**config.mk**
```make
export PLATFORM = sky130hd
export DESIGN_NAME = execute_mc
export DESIGN_NICKNAME = d
export VERILOG_FILES = /design/src/rtl/execute_mc.sv
export SDC_FILE = /design/constraint.sdc
export NUM_CORES = 1
export LEC_CHECK = 0
export CAP_MARGIN = 20
export CORE_ASPECT_RATIO = 1.1
export CORE_MARGIN = 2
export CORE_UTILIZATION = 25
export CTS_CLUSTER_DIAMETER = 50
export DETAILED_ROUTE_END_ITERATION = 6
export DONT_BUFFER_PORTS = 1
export PLACE_DENSITY = 0.48
export REMOVE_ABC_BUFFERS = 1
export SETUP_SLACK_MARGIN = 0.1
export SLEW_MARGIN = 5
export SYNTH_ARGS = -nofsm -noshare
export SYNTH_HDL_FRONTEND = slang
export SYNTH_SLANG_ARGS = --single-unit
```
**constraint.sdc**
```tcl
create_clock -name clk -period 4.7 [get_ports clk]
set_input_delay 1.41 -clock clk [delete_from_list [all_inputs] [get_ports clk]]
set_output_delay 1.41 -clock clk [all_outputs]
set_load 0.1 [all_outputs]
```
**src/rtl/execute_mc.sv**
```systemverilog
// execute_mc: multi-cycle execute stage of the venus pipeline.
// Single-cycle ALU/branch ops, an iterative restoring divider and a req/ack data-memory port.
module execute_mc #(
  parameter int WIDTH = 16,
  parameter int ADDR  = 16,
  parameter int W_RD  = 3
) (
  input  logic             clk,
  input  logic             rst,
  input  logic             v_i,
  output logic             stall_o,
  input  logic [3:0]       op_i,
  input  logic [WIDTH-1:0] src_i,
  input  logic [WIDTH-1:0] dest_i,
  input  logic             wb_i,
  input  logic [W_RD-1:0]  rd_i,
  output logic             wb_o,
  output logic [W_RD-1:0]  wb_rd_o,
  output logic [WIDTH-1:0] wb_data_o,
  output logic [3:0]       status_o,
  output logic             branch_o,
  output logic [ADDR-1:0]  baddr_o,
  output logic             mem_req_o,
  output logic             mem_we_o,
  output logic [ADDR-1:0]  mem_addr_o,
  output logic [WIDTH-1:0] mem_wdata_o,
  input  logic [WIDTH-1:0] mem_rdata_i,
  input  logic             mem_ack_i
);
  // state | meaning
  // IDLE  | accepting instructions; single-cycle ops complete here
  // DIV   | restoring divide, one quotient bit per cycle
  // MEM   | memory request outstanding, waiting for ack
  // HALT  | stopped until reset
  localparam logic [1:0] S_IDLE = 2'd0, S_DIV = 2'd1, S_MEM = 2'd2, S_HALT = 2'd3;

  localparam logic [3:0] OP_NOP = 4'h0, OP_ADD = 4'h1, OP_SUB = 4'h2, OP_AND = 4'h3,
                         OP_OR = 4'h4, OP_XOR = 4'h5, OP_SHL = 4'h6, OP_SHR = 4'h7,
                         OP_MUL = 4'h8, OP_DIVU = 4'h9, OP_REMU = 4'hA, OP_LOAD = 4'hB,
                         OP_STORE = 4'hC, OP_JZ = 4'hD, OP_JMP = 4'hE, OP_HALT = 4'hF;

  localparam int SW = $clog2(WIDTH);

  logic [1:0]       state_q, state_d;
  logic [SW-1:0]    cnt_q, cnt_d;
  logic [WIDTH-1:0] rem_q, rem_d, quo_q, quo_d, dvs_q, dvs_d;
  logic             sel_q, sel_d, wben_q, wben_d;
  logic [W_RD-1:0]  rd_q, rd_d;
  logic             wb_q, wb_d, branch_q, branch_d;
  logic [W_RD-1:0]  wb_rd_q, wb_rd_d;
  logic [WIDTH-1:0] wb_data_q, wb_data_d;
  logic [3:0]       status_q, status_d;
  logic [ADDR-1:0]  baddr_q, baddr_d, mem_addr_q, mem_addr_d;
  logic             mem_req_q, mem_req_d, mem_we_q, mem_we_d;
  logic [WIDTH-1:0] mem_wdata_q, mem_wdata_d;

  logic             accept;
  logic [WIDTH:0]   sum, div_sh;
  logic [WIDTH-1:0] diff, alu_res, div_rem, div_quo, div_res;
  logic             alu_c, alu_v, alu_wr, div_ge;
  logic [3:0]       alu_flg;

  assign stall_o = (state_q != S_IDLE);
  assign accept  = v_i & ~stall_o & ~branch_q;

  always_comb begin
    sum     = {1'b0, dest_i} + {1'b0, src_i};
    diff    = dest_i - src_i;
    alu_res = '0;
    alu_c   = 1'b0;
    alu_v   = 1'b0;
    alu_wr  = 1'b1;
    case (op_i)
      OP_ADD: begin
        alu_res = sum[WIDTH-1:0];
        alu_c   = sum[WIDTH];
        alu_v   = (dest_i[WIDTH-1] == src_i[WIDTH-1]) && (alu_res[WIDTH-1] != dest_i[WIDTH-1]);
      end
      OP_SUB: begin
        alu_res = diff;
        alu_c   = dest_i < src_i;
        alu_v   = (dest_i[WIDTH-1] != src_i[WIDTH-1]) && (diff[WIDTH-1] != dest_i[WIDTH-1]);
      end
      OP_AND: alu_res = dest_i & src_i;
      OP_OR:  alu_res = dest_i | src_i;
      OP_XOR: alu_res = dest_i ^ src_i;
      OP_SHL: alu_res = (src_i >= WIDTH'(WIDTH)) ? '0 : dest_i << src_i[SW-1:0];
      OP_SHR: alu_res = (src_i >= WIDTH'(WIDTH)) ? '0 : dest_i >> src_i[SW-1:0];
      OP_MUL: alu_res = dest_i * src_i;
      default: alu_wr = 1'b0;
    endcase
    // NOP/JZ/JMP land in the default arm and clear every flag
    alu_flg = alu_wr ? {alu_c, alu_v, alu_res[WIDTH-1], alu_res == '0} : 4'b0000;
  end

  always_comb begin
    div_sh  = {rem_q, quo_q[WIDTH-1]};
    div_ge  = div_sh >= {1'b0, dvs_q};
    div_rem = div_ge ? div_sh[WIDTH-1:0] - dvs_q : div_sh[WIDTH-1:0];
    div_quo = {quo_q[WIDTH-2:0], div_ge};
    div_res = sel_q ? div_rem : div_quo;
  end

  always_comb begin
    state_d     = state_q;
    cnt_d       = cnt_q;
    rem_d       = rem_q;
    quo_d       = quo_q;
    dvs_d       = dvs_q;
    sel_d       = sel_q;
    wben_d      = wben_q;
    rd_d        = rd_q;
    wb_d        = 1'b0;
    branch_d    = 1'b0;
    wb_rd_d     = wb_rd_q;
    wb_data_d   = wb_data_q;
    status_d    = status_q;
    baddr_d     = baddr_q;
    mem_req_d   = mem_req_q;
    mem_we_d    = mem_we_q;
    mem_addr_d  = mem_addr_q;
    mem_wdata_d = mem_wdata_q;
    case (state_q)
      S_IDLE: if (accept) begin
        rd_d   = rd_i;
        wben_d = wb_i;
        case (op_i)
          OP_DIVU, OP_REMU: begin
            state_d = S_DIV;
            cnt_d   = SW'(WIDTH - 1);
            rem_d   = '0;
            quo_d   = dest_i;
            dvs_d   = src_i;
            sel_d   = (op_i == OP_REMU);
          end
          OP_LOAD, OP_STORE: begin
            state_d    = S_MEM;
            mem_req_d  = 1'b1;
            mem_we_d   = (op_i == OP_STORE);
            mem_addr_d = src_i[ADDR-1:0];
            sel_d      = (op_i == OP_LOAD);
            if (op_i == OP_STORE) mem_wdata_d = dest_i;
          end
          OP_HALT: state_d = S_HALT;
          default: begin
            status_d = alu_flg;
            if (wb_i && alu_wr) begin
              wb_d      = 1'b1;
              wb_rd_d   = rd_i;
              wb_data_d = alu_res;
            end
            // JZ tests the flags as they stood before this instruction
            if (op_i == OP_JMP || (op_i == OP_JZ && status_q[0])) begin
              branch_d = 1'b1;
              baddr_d  = src_i[ADDR-1:0];
            end
          end
        endcase
      end
      S_DIV: begin
        rem_d = div_rem;
        quo_d = div_quo;
        cnt_d = cnt_q - SW'(1);
        if (cnt_q == '0) begin
          state_d   = S_IDLE;
          status_d  = {1'b0, dvs_q == '0, div_res[WIDTH-1], div_res == '0};
          wb_d      = wben_q;
          if (wben_q) begin
            wb_rd_d   = rd_q;
            wb_data_d = div_res;
          end
        end
      end
      S_MEM: if (mem_ack_i && mem_req_q) begin
        state_d   = S_IDLE;
        mem_req_d = 1'b0;
        status_d  = 4'b0000;
        if (sel_q) begin
          status_d = {2'b00, mem_rdata_i[WIDTH-1], mem_rdata_i == '0};
          wb_d     = wben_q;
          if (wben_q) begin
            wb_rd_d   = rd_q;
            wb_data_d = mem_rdata_i;
          end
        end
      end
      default: ;
    endcase
  end

  always_ff @(posedge clk or negedge rst) begin
    if (!rst) begin
      state_q     <= S_IDLE;
      cnt_q       <= '0;
      rem_q       <= '0;
      quo_q       <= '0;
      dvs_q       <= '0;
      sel_q       <= 1'b0;
      wben_q      <= 1'b0;
      rd_q        <= '0;
      wb_q        <= 1'b0;
      branch_q    <= 1'b0;
      wb_rd_q     <= '0;
      wb_data_q   <= '0;
      status_q    <= '0;
      baddr_q     <= '0;
      mem_req_q   <= 1'b0;
      mem_we_q    <= 1'b0;
      mem_addr_q  <= '0;
      mem_wdata_q <= '0;
    end else begin
      state_q     <= state_d;
      cnt_q       <= cnt_d;
      rem_q       <= rem_d;
      quo_q       <= quo_d;
      dvs_q       <= dvs_d;
      sel_q       <= sel_d;
      wben_q      <= wben_d;
      rd_q        <= rd_d;
      wb_q        <= wb_d;
      branch_q    <= branch_d;
      wb_rd_q     <= wb_rd_d;
      wb_data_q   <= wb_data_d;
      status_q    <= status_d;
      baddr_q     <= baddr_d;
      mem_req_q   <= mem_req_d;
      mem_we_q    <= mem_we_d;
      mem_addr_q  <= mem_addr_d;
      mem_wdata_q <= mem_wdata_d;
    end
  end

  assign wb_o        = wb_q;
  assign wb_rd_o     = wb_rd_q;
  assign wb_data_o   = wb_data_q;
  assign status_o    = status_q;
  assign branch_o    = branch_q;
  assign baddr_o     = baddr_q;
  assign mem_req_o   = mem_req_q;
  assign mem_we_o    = mem_we_q;
  assign mem_addr_o  = mem_addr_q;
  assign mem_wdata_o = mem_wdata_q;

endmodule

```
==> impl_metrics.tcl <==
set metrics [dict create \
    crit_path_end_kind "flip-flop" \
    ys_ff_latch 134 \
    regArea_sq_um 3353 \
    grt_overflow 0 \
    setup_viol 13 \
    p_sw_share_pct 56.21 \
    fin_worst_skew_ns 0.01779 \
    synthTopCellsByArea "dfrtp_1, fa_1, ha_1" \
    routed_via_density 5.190 \
    dieWidth_microns 235.0 \
    synthCells 1786 \
    cts_made_buffers 17 \
    ys_seq_area_share_pct 22.86 \
    yosys.area.top_type "dfrtp_1" \
    cp.arrival_ns 6.57 \
    tightest_slew_ns 1.026 \
    ant_nets 0 \
    tritoncts "built" \
    coreArea_sq_um 58300 \
    finalPower_mw 12.19 \
    yosysWarnings 0 \
    gp_congestion 0.9258 \
    fin_crit_sh_pct 131.7 \
    avgRoutedWirePerCell_microns 23.65 \
    p_seq_share_pct 34.4 \
    grt_usage_pct 20.49 \
    grt_pass1_vias 14050 \
    synthMostInstantiatedCell "nand2_1" \
    io_buffers 0 \
    drc 0 \
    cts_max_level 4 \
    pwr-share-comb_pct 54.0 \
    drive_gt1_share_pct 22.36 \
    intPower_mw 5.337 \
    multiInputGateArea_sq_um 10990 \
    yosysTopAreaCellShare_pct 22.86 \
    yosysUniqueCellTypes 95 \
    cp_max_fo 7 \
    cts_root_buffer "clkbuf_16" \
    netlist_area_sq_um 14670 \
    vias 13740 \
    met1_length_mm 26.36 \
    cts.sinks 134 \
    fillCellCount 6074 \
    grt_first_pass_wirelength_mm 93.07 \
    status "finished with violations" \
    die_height_microns 258.1 \
    period_needed_ns 6.192 \
    synth.avg_cell_area_sq_um 8.213 \
    wirelength_mm 62.61 \
    ys.flop_type "dfrtp_1" \
    clock_latency_ns 0.49 \
    hpwl_mm 47.72 \
    top_level_ports 136 \
    drt_iter0_drc 972 \
    hold_depth 2 \
    topRoutingLayerUsed "met4" \
    required_ns 5.07 \
    setup_ws_ns -1.492 \
    antenna_found_initial 0 \
    slew_viol_final 0 \
    antenna_cells 0 \
    maxSlewHeadroom_pct 30.65 \
    fmax_ghz 0.1615 \
    reg2reg_depth 13 \
    clock_path_buffers 2 \
    crit_path_start_kind "input port" \
    clk_pin_slew_ns 0.07 \
    final_area_sq_um 18220 \
    violations "negative setup slack" \
    power_switching_mw 6.852 \
    critPathKind "in -> reg" \
    synth-edff-count 0 \
    wl_met3_mm 3.359 \
    rsz0062_at_grt "yes" \
    hp-class "reg -> reg" \
    start_util_pct 25.16 \
    die-area_sq_um 60630 \
    ctsHoldBuffers 0 \
    maxCapViolations 0 \
    ir_worst_vdd_mv 0.3779 \
    clock_power_share_pct 11.7 \
    place_ws_ns -2.340 \
    dpl_cell_area_sq_um 16390 \
    ys_async_sr_fraction_pct 100.0 \
    num_rows 93 \
    areaGrowthSynthToFinish_pct 24.19 \
    grt_start_max_net_pins 135 \
    final.setup.tns_ns -15.00 \
    first_pass_iters 5 \
    p_leak_nw 7.936 \
    hold_violations 0 \
    synth_common_cells "nand2_1, inv_1, nor2_1, dfrtp_1, o21ai_0" \
    met2WireLength_mm 30.45 \
    nNetsFinal 2136 \
    power_density_nw_per_um2 669.1 \
]
[cell usage in the layout, fill, tap and decap left out, types with 17 or more instances in the layout]
master	netlist	final
dfrtp_1	134	134
buf_6	2	22
nor3_1	21	20
inv_2	3	21
xnor2_1	42	38
buf_4	1	152
o21ai_0	129	125
ha_1	119	90
fa_1	83	74
nor2_1	172	144
ha_4	0	24
nand3_1	24	24
nand2_1	246	244
inv_1	181	156
clkbuf_16	0	17
mux2i_1	46	46
a21oi_1	86	76
[metal layers]
metal	global-route usage [%]	vias to the layer above
li1	-	6342
met1	25.38	6868
met4	8.070	0
met5	0	-
met3	4.233	111
met2	34.84	416
[layout make-up]
type	instances	area share, %
Clock buffer	17	2.335
Clock inverter	15	0.9135
Inverter	191	4.306
Multi-Input combinational cell	1347	60.34
Sequential cell	134	18.41
Tap cell	760	5.220
Timing Repair Buffer	183	8.475
[through the flow]
stage | cells | hold WS [ns] | utilization [%]
2_1_floorplan | 1672 | 0.4454 | -
3_3_place_gp | 2591 | 0.4589 | 28.10
3_5_place_dp | 2592 | 0.4626 | 28.12
4_1_cts | 2641 | 0.4787 | 30.52
5_1_grt | 2647 | 0.5039 | 31.25
6_report | 2647 | 0.4779 | 31.25
[cells by family (layout without fill, tap and decap cells)]
group                      after synthesis  after routing  share of synthesized area (%)
and+or+nand+nor                        576            576                          17.69
AOI/OAI and AO/OA                      435            435                          19.65
buffers and inverters                  305            406                          8.060
adders and majority gates              202            202                          21.48
DFF                                    134            134                          22.86
muxes                                   75             75                          6.645
xor gates and xnor gates                59             59                          3.616
[repair_timing]
action	in CTS	in global routing
resized for setup	163	78
hold endpoints to repair	0	0
endpoints found under the setup margin	14	16
buffers inserted	18	9
pin swaps	69	50
[final timing paths]
check	start	end	slack [ns]
setup / recovery	src_i[4]	status_o[1]	-1.49
hold / removal	rd_q[1]	rd_q[1]	0.48
setup reg to reg	dvs_q[8]	status_o[0]	0.69
hold reg to reg	rd_q[1]	rd_q[1]	0.48
max in group asynchronous	rst	baddr_o[7]	3.65
min in group asynchronous	rst	mem_addr_o[8]	0.61
[critical path, cell delays in order]
cell and delay (ns):
clkinvlp_4 0.18, buf_6 0.18, nor2_2 0.11, fa_1 0.40, inv_1 0.09, fa_1 0.45, fa_1 0.52, fa_1 0.57
fa_1 0.43, fa_2 0.34, xor2_1 0.19, xnor2_1 0.16, xnor2_1 0.15, xnor2_1 0.15, xnor3_2 0.33, xnor2_2 0.17
a21oi_2 0.21, a31oi_2 0.15, a211o_1 0.27, o21a_1 0.10
[state kept, by name, summed over array words and instances, names as in the netlist]
name,cells
branch_o,1
wb_data_o,16
sel_q,1
mem_wdata_o,16
mem_addr_o,16
rd_q,3
wb_o,1
quo_q,16
rem_q,16
state_q,2
cnt_q,4
wb_rd_o,3
wben_q,1
mem_we_o,1
dvs_q,16
mem_req_o,1
baddr_o,16
status_o,4
[power groups by stage]
stage	combinational (mW)	sequential, mW	clock (mW)
2_1_floorplan	3.52	4.06	0
3_3_place_gp	5.37	4.22	0
3_5_place_dp	5.42	4.23	0
4_1_cts	6.20	4.20	1.48
5_1_grt	7.20	4.26	1.52
6_report	6.58	4.19	1.42
(Power assumes the default switching activity.)
